**src/rtl/program_loader.sv**
```systemverilog
// program_loader
// Streams bytes into instruction words and burns them into the processor's
// instruction RAM, holding the processor in reset for the whole load.
//
// Ports:
//   Clk            - single clock, rising edge
//   Reset          - asynchronous, active-low reset
//   Load_Start     - begin a load (honoured only when idle)
//   Load_Base      - first instruction address, captured with Load_Start
//   Load_Count     - number of words to load, captured with Load_Start
//   Byte_In        - stream byte
//   Byte_Valid     - qualifies Byte_In
//   Byte_Ready     - loader accepts a byte this cycle
//   Ram_Inst_Write - one-cycle burn strobe
//   Inst_Addr      - burn address (holds outside the strobe)
//   Ram_Inst_In    - burn data, first byte in the MSBs (holds outside the strobe)
//   Proc_Reset     - active-high hold for the processor reset input
//   Busy           - loader is not idle
//   Load_Done      - one-cycle completion pulse
module program_loader #(
    parameter int INST_WIDTH = 16,
    parameter int ADDR_WIDTH = 8
) (
    input  logic                  Clk,
    input  logic                  Reset,
    input  logic                  Load_Start,
    input  logic [ADDR_WIDTH-1:0] Load_Base,
    input  logic [ADDR_WIDTH:0]   Load_Count,
    input  logic [7:0]            Byte_In,
    input  logic                  Byte_Valid,
    output logic                  Byte_Ready,
    output logic                  Ram_Inst_Write,
    output logic [ADDR_WIDTH-1:0] Inst_Addr,
    output logic [INST_WIDTH-1:0] Ram_Inst_In,
    output logic                  Proc_Reset,
    output logic                  Busy,
    output logic                  Load_Done
);

    localparam int BYTES = INST_WIDTH / 8;
    localparam int IDX_W = (BYTES > 1) ? $clog2(BYTES) : 1;
    localparam logic [IDX_W-1:0]    LAST_IDX  = IDX_W'(BYTES - 1);
    localparam logic [ADDR_WIDTH:0] MAX_COUNT = {1'b1, {ADDR_WIDTH{1'b0}}};
    localparam logic [ADDR_WIDTH:0] ONE_COUNT = (ADDR_WIDTH + 1)'(1);

    typedef enum logic [1:0] {
        IDLE    = 2'd0,
        COLLECT = 2'd1,
        WRITE   = 2'd2,
        DONE    = 2'd3
    } state_t;

    state_t                state_r;
    state_t                state_next_s;
    logic [ADDR_WIDTH-1:0] addr_r;
    logic [ADDR_WIDTH:0]   remain_r;
    logic [IDX_W-1:0]      idx_r;
    logic [INST_WIDTH-1:0] word_r;
    logic [ADDR_WIDTH:0]   count_clamp_s;
    logic [INST_WIDTH-1:0] byte_ext_s;
    logic [INST_WIDTH-1:0] word_shift_s;
    logic                  byte_xfer_s;

    // Datapath helpers: clamped count, MSB-first word assembly, handshake.
    always_comb begin
        count_clamp_s = Load_Count;
        // Counts above the RAM depth are limited to one full pass of the RAM.
        if (Load_Count[ADDR_WIDTH]) begin
            count_clamp_s = MAX_COUNT;
        end else begin
            count_clamp_s = Load_Count;
        end
        byte_ext_s      = '0;
        byte_ext_s[7:0] = Byte_In;
        // Older bytes move up; after BYTES shifts the first byte sits in the MSBs.
        word_shift_s    = (word_r << 4'd8) | byte_ext_s;
        byte_xfer_s     = Byte_Valid & Byte_Ready;
    end

    // Next-state decode for the load sequencer.
    always_comb begin
        state_next_s = state_r;
        case (state_r)
            IDLE: begin
                if (Load_Start) begin
                    if (count_clamp_s == '0) begin
                        state_next_s = DONE;
                    end else begin
                        state_next_s = COLLECT;
                    end
                end else begin
                    state_next_s = IDLE;
                end
            end
            COLLECT: begin
                if (byte_xfer_s && (idx_r == LAST_IDX)) begin
                    state_next_s = WRITE;
                end else begin
                    state_next_s = COLLECT;
                end
            end
            WRITE: begin
                if (remain_r == ONE_COUNT) begin
                    state_next_s = DONE;
                end else begin
                    state_next_s = COLLECT;
                end
            end
            DONE:    state_next_s = IDLE;
            default: state_next_s = IDLE;
        endcase
    end

    // State, counters and registered outputs (outputs decoded from next state).
    always_ff @(posedge Clk or negedge Reset) begin
        if (!Reset) begin
            state_r        <= IDLE;
            addr_r         <= '0;
            remain_r       <= '0;
            idx_r          <= '0;
            word_r         <= '0;
            Byte_Ready     <= 1'b0;
            Ram_Inst_Write <= 1'b0;
            Inst_Addr      <= '0;
            Ram_Inst_In    <= '0;
            Proc_Reset     <= 1'b1;
            Busy           <= 1'b0;
            Load_Done      <= 1'b0;
        end else begin
            state_r        <= state_next_s;
            Byte_Ready     <= (state_next_s == COLLECT);
            Ram_Inst_Write <= (state_next_s == WRITE);
            Load_Done      <= (state_next_s == DONE);
            Busy           <= (state_next_s != IDLE);
            Proc_Reset     <= (state_next_s != IDLE);
            case (state_r)
                IDLE: begin
                    if (Load_Start) begin
                        addr_r   <= Load_Base;
                        remain_r <= count_clamp_s;
                        idx_r    <= '0;
                    end
                end
                COLLECT: begin
                    if (byte_xfer_s) begin
                        word_r <= word_shift_s;
                        if (idx_r == LAST_IDX) begin
                            // Burn address/data are latched here and then held.
                            idx_r       <= '0;
                            Inst_Addr   <= addr_r;
                            Ram_Inst_In <= word_shift_s;
                        end else begin
                            idx_r <= idx_r + IDX_W'(1);
                        end
                    end
                end
                WRITE: begin
                    addr_r   <= addr_r + ADDR_WIDTH'(1);
                    remain_r <= remain_r - ONE_COUNT;
                    idx_r    <= '0;
                end
                DONE: begin
                    idx_r <= '0;
                end
                default: begin
                    idx_r <= '0;
                end
            endcase
        end
    end

endmodule

```
**config.mk**
```make
export PLATFORM = sky130hd
export DESIGN_NAME = program_loader
export DESIGN_NICKNAME = d
export VERILOG_FILES = /design/src/rtl/program_loader.sv
export SDC_FILE = /design/constraint.sdc
export NUM_CORES = 1
export LEC_CHECK = 0
export CORE_AREA = 2 2 89 91
export DETAILED_ROUTE_END_ITERATION = 8
export DIE_AREA = 0 0 91 93
export PLACE_DENSITY_LB_ADDON = 0.15
export RECOVER_POWER = 50
export SLEW_MARGIN = 20
export SYNTH_ARGS = -nofsm -noshare
export SYNTH_HDL_FRONTEND = slang
export SYNTH_SLANG_ARGS = --single-unit
```
**constraint.sdc**
```tcl
create_clock -name Clk -period 2.1 [get_ports Clk]
set_clock_uncertainty 0.15 [all_clocks]
set_input_delay 0.21 -clock Clk [delete_from_list [all_inputs] [get_ports Clk]]
set_output_delay 0.21 -clock Clk [all_outputs]
set_load 0.005 [all_outputs]
```
==> results_tabular.tex <==
\begin{tabular}{lr}
\hline
Metric & Value \\
\hline
\multicolumn{2}{l}{\textbf{Run status}} \\
\quad Run status & finished clean \\
\multicolumn{2}{l}{\textbf{Drt}} \\
\quad Detailed-route via count & 2052 \\
\quad Avg Vias per Cell & 5.10 \\
\quad Number of search-and-repair iterations in the first detailed-routing pass & 5 \\
\quad Detail-routed net length per standard cell & 14.6 um \\
\quad Starting DRT DRC Count & 45 \\
\quad Detail Route Antenna Nets & 0 \\
\quad Remaining DRCs & 0 \\
\quad Post-detailed-routing wire length & 5870 um \\
\multicolumn{2}{l}{\textbf{Synth}} \\
\quad Sequential-to-total area share from yosys stat & 0.542 \\
\quad Mapped Nets & about 260 \\
\quad Share of flip-flops with an asynchronous set or reset after synthesis & 1.00 \\
\quad Dominant register cell in the synthesized netlist & sky130\_fd\_sc\_hd\_\_dfrtp\_1 \\
\quad FF+latch count, synth & 57 \\
\quad Mapped Avg Cell Area & 11.8 um\^{}2 \\
\quad Number of flops mapped to enable cells by yosys & 0 \\
\quad Synth warnings & 0 \\
\quad Syn Inst Count & 224 \\
\quad Cell area after technology mapping & 2640 um\^{}2 \\
\quad Library cells used by synthesis & 46 \\
\multicolumn{2}{l}{\textbf{Timing}} \\
\quad Minimum clock period after layout & 1.87 ns \\
\quad Number of max-slew violations in the final report & 0 \\
\quad Unrepaired setup endpoints after global routing & no \\
\quad Rel. slew slack & 0.295 \\
\quad Post-route fraction of the period consumed by the critical path & 0.889 \\
\quad Aggregate negative setup slack & 0 ns \\
\quad Transition at the pin with the smallest max-transition slack & 1.06 ns \\
\quad Number of setup violations in the final report & 0 \\
\quad Final hold viol count & 0 \\
\quad Timing-limited maximum frequency & approximately 540 MHz \\
\quad Worst hold margin & 0.273 ns \\
\multicolumn{2}{l}{\textbf{Final layout}} \\
\quad Fraction of final layout cells sized beyond drive strength 1 & 0.220 \\
\quad End-of-flow core utilization & 0.477 \\
\quad P\&R area growth vs syn & 36.2\% \\
\quad Non-filler cells in the finished layout & 402 \\
\quad Filler cell count in the final layout & 748 \\
\quad Storage cell area & 1430 um\^{}2 \\
\quad Diodes inserted & 0 \\
\quad Final \#Nets & 327 \\
\quad Area occupied by multi-input gates & 1130 um\^{}2 \\
\multicolumn{2}{l}{\textbf{GRT}} \\
\quad Largest net degree at the start of global routing & 29 \\
\quad Via count of the first global-routing pass & 2053 \\
\quad Antenna violations before repair & 0 \\
\quad Global Route Usage Sum & 0.151 \\
\quad Global-route congestion overflow total & 0 \\
\quad Global-route wire length before repair & 9910 um \\
\multicolumn{2}{l}{\textbf{Clock tree}} \\
\quad TritonCTS Buffers & 9 \\
\quad Total number of clock tree sinks & 57 \\
\quad Post-CTS repair timing setup buffer count & 0 \\
\quad Post-CTS Hold Buffers & 1 \\
\quad Clock Root Buffer & sky130\_fd\_sc\_hd\_\_clkbuf\_8 \\
\quad Number of levels the H-tree was split into & 3 \\
\quad Clock tree buffer depth & 2 \\
\quad Cts repair resizes & 0 \\
\quad Clock-pin transition on the worst setup and hold timing paths & around 0.070 ns \\
\quad CTS tree & built \\
\quad Clock network latency to the later pin of the worst-skew pair & 0.35 ns \\
\multicolumn{2}{l}{\textbf{Floorplan}} \\
\quad Area of the core & approximately 7500 um\^{}2 \\
\quad Area of the die & between 8000 and 9000 um\^{}2 \\
\quad Floorplan die width & 91 um \\
\quad Initial Util & 0.350 \\
\quad Chip height & approximately 93 um \\
\quad I/O pin count & a little under 60 \\
\quad Floorplan row count & 32 \\
\multicolumn{2}{l}{\textbf{Place}} \\
\quad Count of port buffers added during placement & 57 \\
\quad Cells after DPL & 385 \\
\quad Detailed placement HPWL & 4250 um \\
\quad Routability cong. & 0.873 \\
\multicolumn{2}{l}{\textbf{Setup path}} \\
\quad Top fanout value on the critical path & 6 \\
\quad Setup crit end kind & flip-flop \\
\quad Crit path arrival time & 1.99 ns \\
\quad Start-to-end type of the worst setup path & reg2reg \\
\quad Register-to-register path setup slack & approximately 0.23 ns \\
\quad CP startpoint kind & flip-flop \\
\quad Critical path data required time & 2.22 ns \\
\multicolumn{2}{l}{\textbf{Worst hold path}} \\
\quad Hold crit path type & in2reg \\
\multicolumn{2}{l}{\textbf{Run}} \\
\quad Max-cap violations & 0 \\
\multicolumn{2}{l}{\textbf{Power and ir drop}} \\
\quad Power per cell area & roughly 1400 nW/um\^{}2 \\
\quad VDD IR-drop max & 0.000550 V \\
\quad Leakage & 1.52 nW \\
\quad Total power consumption of the routed design & 4.91 mW \\
\hline
\end{tabular}
==> layout make-up <==
type,count,share of cell area
sequential,57,0.398
tap,102,0.0355
clock inverter,5,0.0153
multi-input combinational,150,0.315
timing repair buffer,71,0.191
clock buffer,11,0.0394
inverter,6,0.00627
==> Yosys cell counts, drive strengths merged (3+ instances only) <==
master,n,area share
ha,3,0.014
o22ai,4,0.0095
or4,4,0.013
nor3,5,0.0095
a31oi,3,0.0071
nand4,4,0.0095
nor2,10,0.014
clkbuf,7,0.010
nor2b,7,0.017
mux2,33,0.14
nand2,9,0.013
nand2b,3,0.0071
inv,6,0.0085
a21oi,5,0.0095
o211ai,6,0.017
nand3b,5,0.014
buf,4,0.0095
nand3,12,0.023
nor4,7,0.017
or2,3,0.0071
dfrtp,56,0.53
==> path summary, 6_finish.rpt <==
check                              from               to  cells past startpoint
hold reg to reg               word_r[5]  Ram_Inst_In[13]                      1
min in group asynchronous         Reset       Byte_Ready                      2
max in group asynchronous         Reset   Ram_Inst_In[5]                      3
setup / recovery            remain_r[3]      remain_r[7]                      3
setup reg to reg            remain_r[3]      remain_r[7]                      3
hold / removal             Load_Base[3]        addr_r[3]                      3
==> cell families (layout without fill, tap and decap cells) <==
logic type / Yosys count / in the layout / synth area share
AOI/OAI and AO/OA: 32 / 32 / 0.0892
adders and majority gates: 3 / 3 / 0.0142
buffers and inverters: 17 / 93 / 0.0280
DFF: 57 / 57 / 0.542
muxes: 34 / 34 / 0.145
and+or+nand+nor: 81 / 81 / 0.182
==> power by group <==
part | internal (mW) | total [mW] | switching [mW] | leakage [nW]
clock network | 0.575 | 1.03 | 0.452 | 0.0953
registers | 1.62 | 2.01 | 0.391 | 0.688
logic | 1.15 | 1.87 | 0.712 | 0.736
==> state kept, by name (all words and copies together), names as in the netlist <==
register / count
Byte_Ready: 1
Ram_Inst_Write: 1
remain_r: 9
addr_r: 8
Load_Done: 1
Ram_Inst_In: 16
Busy: 1
Inst_Addr: 8
idx_r: 1
state_r: 2
word_r: 8
Proc_Reset: 1
==> metrics by stage <==
step | instance area (um^2) | setup WS [ns]
after floorplan | 2640 | 0.313
after global placement | 3400 | 0.225
after detailed placement | 3400 | 0.198
after CTS | 3610 | 0.229
after global routing | 3590 | 0.171
final | 3590 | 0.232
==> placed cells by master, fill, tap and decap left out, drive strengths merged, types with 2 or more instances in the layout <==
master         Yosys  routed
clkbuf             7      15
nor3               5       5
or4                4       4
ha                 3       3
nand3b             5       5
clkinvlp           0       2
o311ai             2       2
nand4b             2       2
inv                6       6
buf                4      10
nor2              10      10
dfrtp             56      56
o22ai              4       4
nand4              4       4
clkdlybuf4s50      0      50
nand2              9       9
clkinv             0       2
a31oi              3       3
a211o              2       2
and4               2       2
a21oi              5       5
nor2b              7       7
a211oi             2       2
or2                3       3
nor4               7       7
mux2              33      33
o211ai             6       6
dlygate4sd3        0       7
nand2b             3       3
nor3b              2       2
nand3             12      12
==> routing by layer <==
metal	GRT usage	wire length, um
met5	0	0
met4	0.0833	147
met2	0.234	2790
met3	0.0403	241
met1	0.192	2690
==> worst max-delay path: stages, from the launching register on <==
cell and delay [ns]:
sky130_fd_sc_hd__dfrtp_1 0.44, sky130_fd_sc_hd__or4_4 0.57, sky130_fd_sc_hd__or4_1 0.47, sky130_fd_sc_hd__a31oi_1 0.16
No activity file was read; power rests on OpenSTA's default activity.
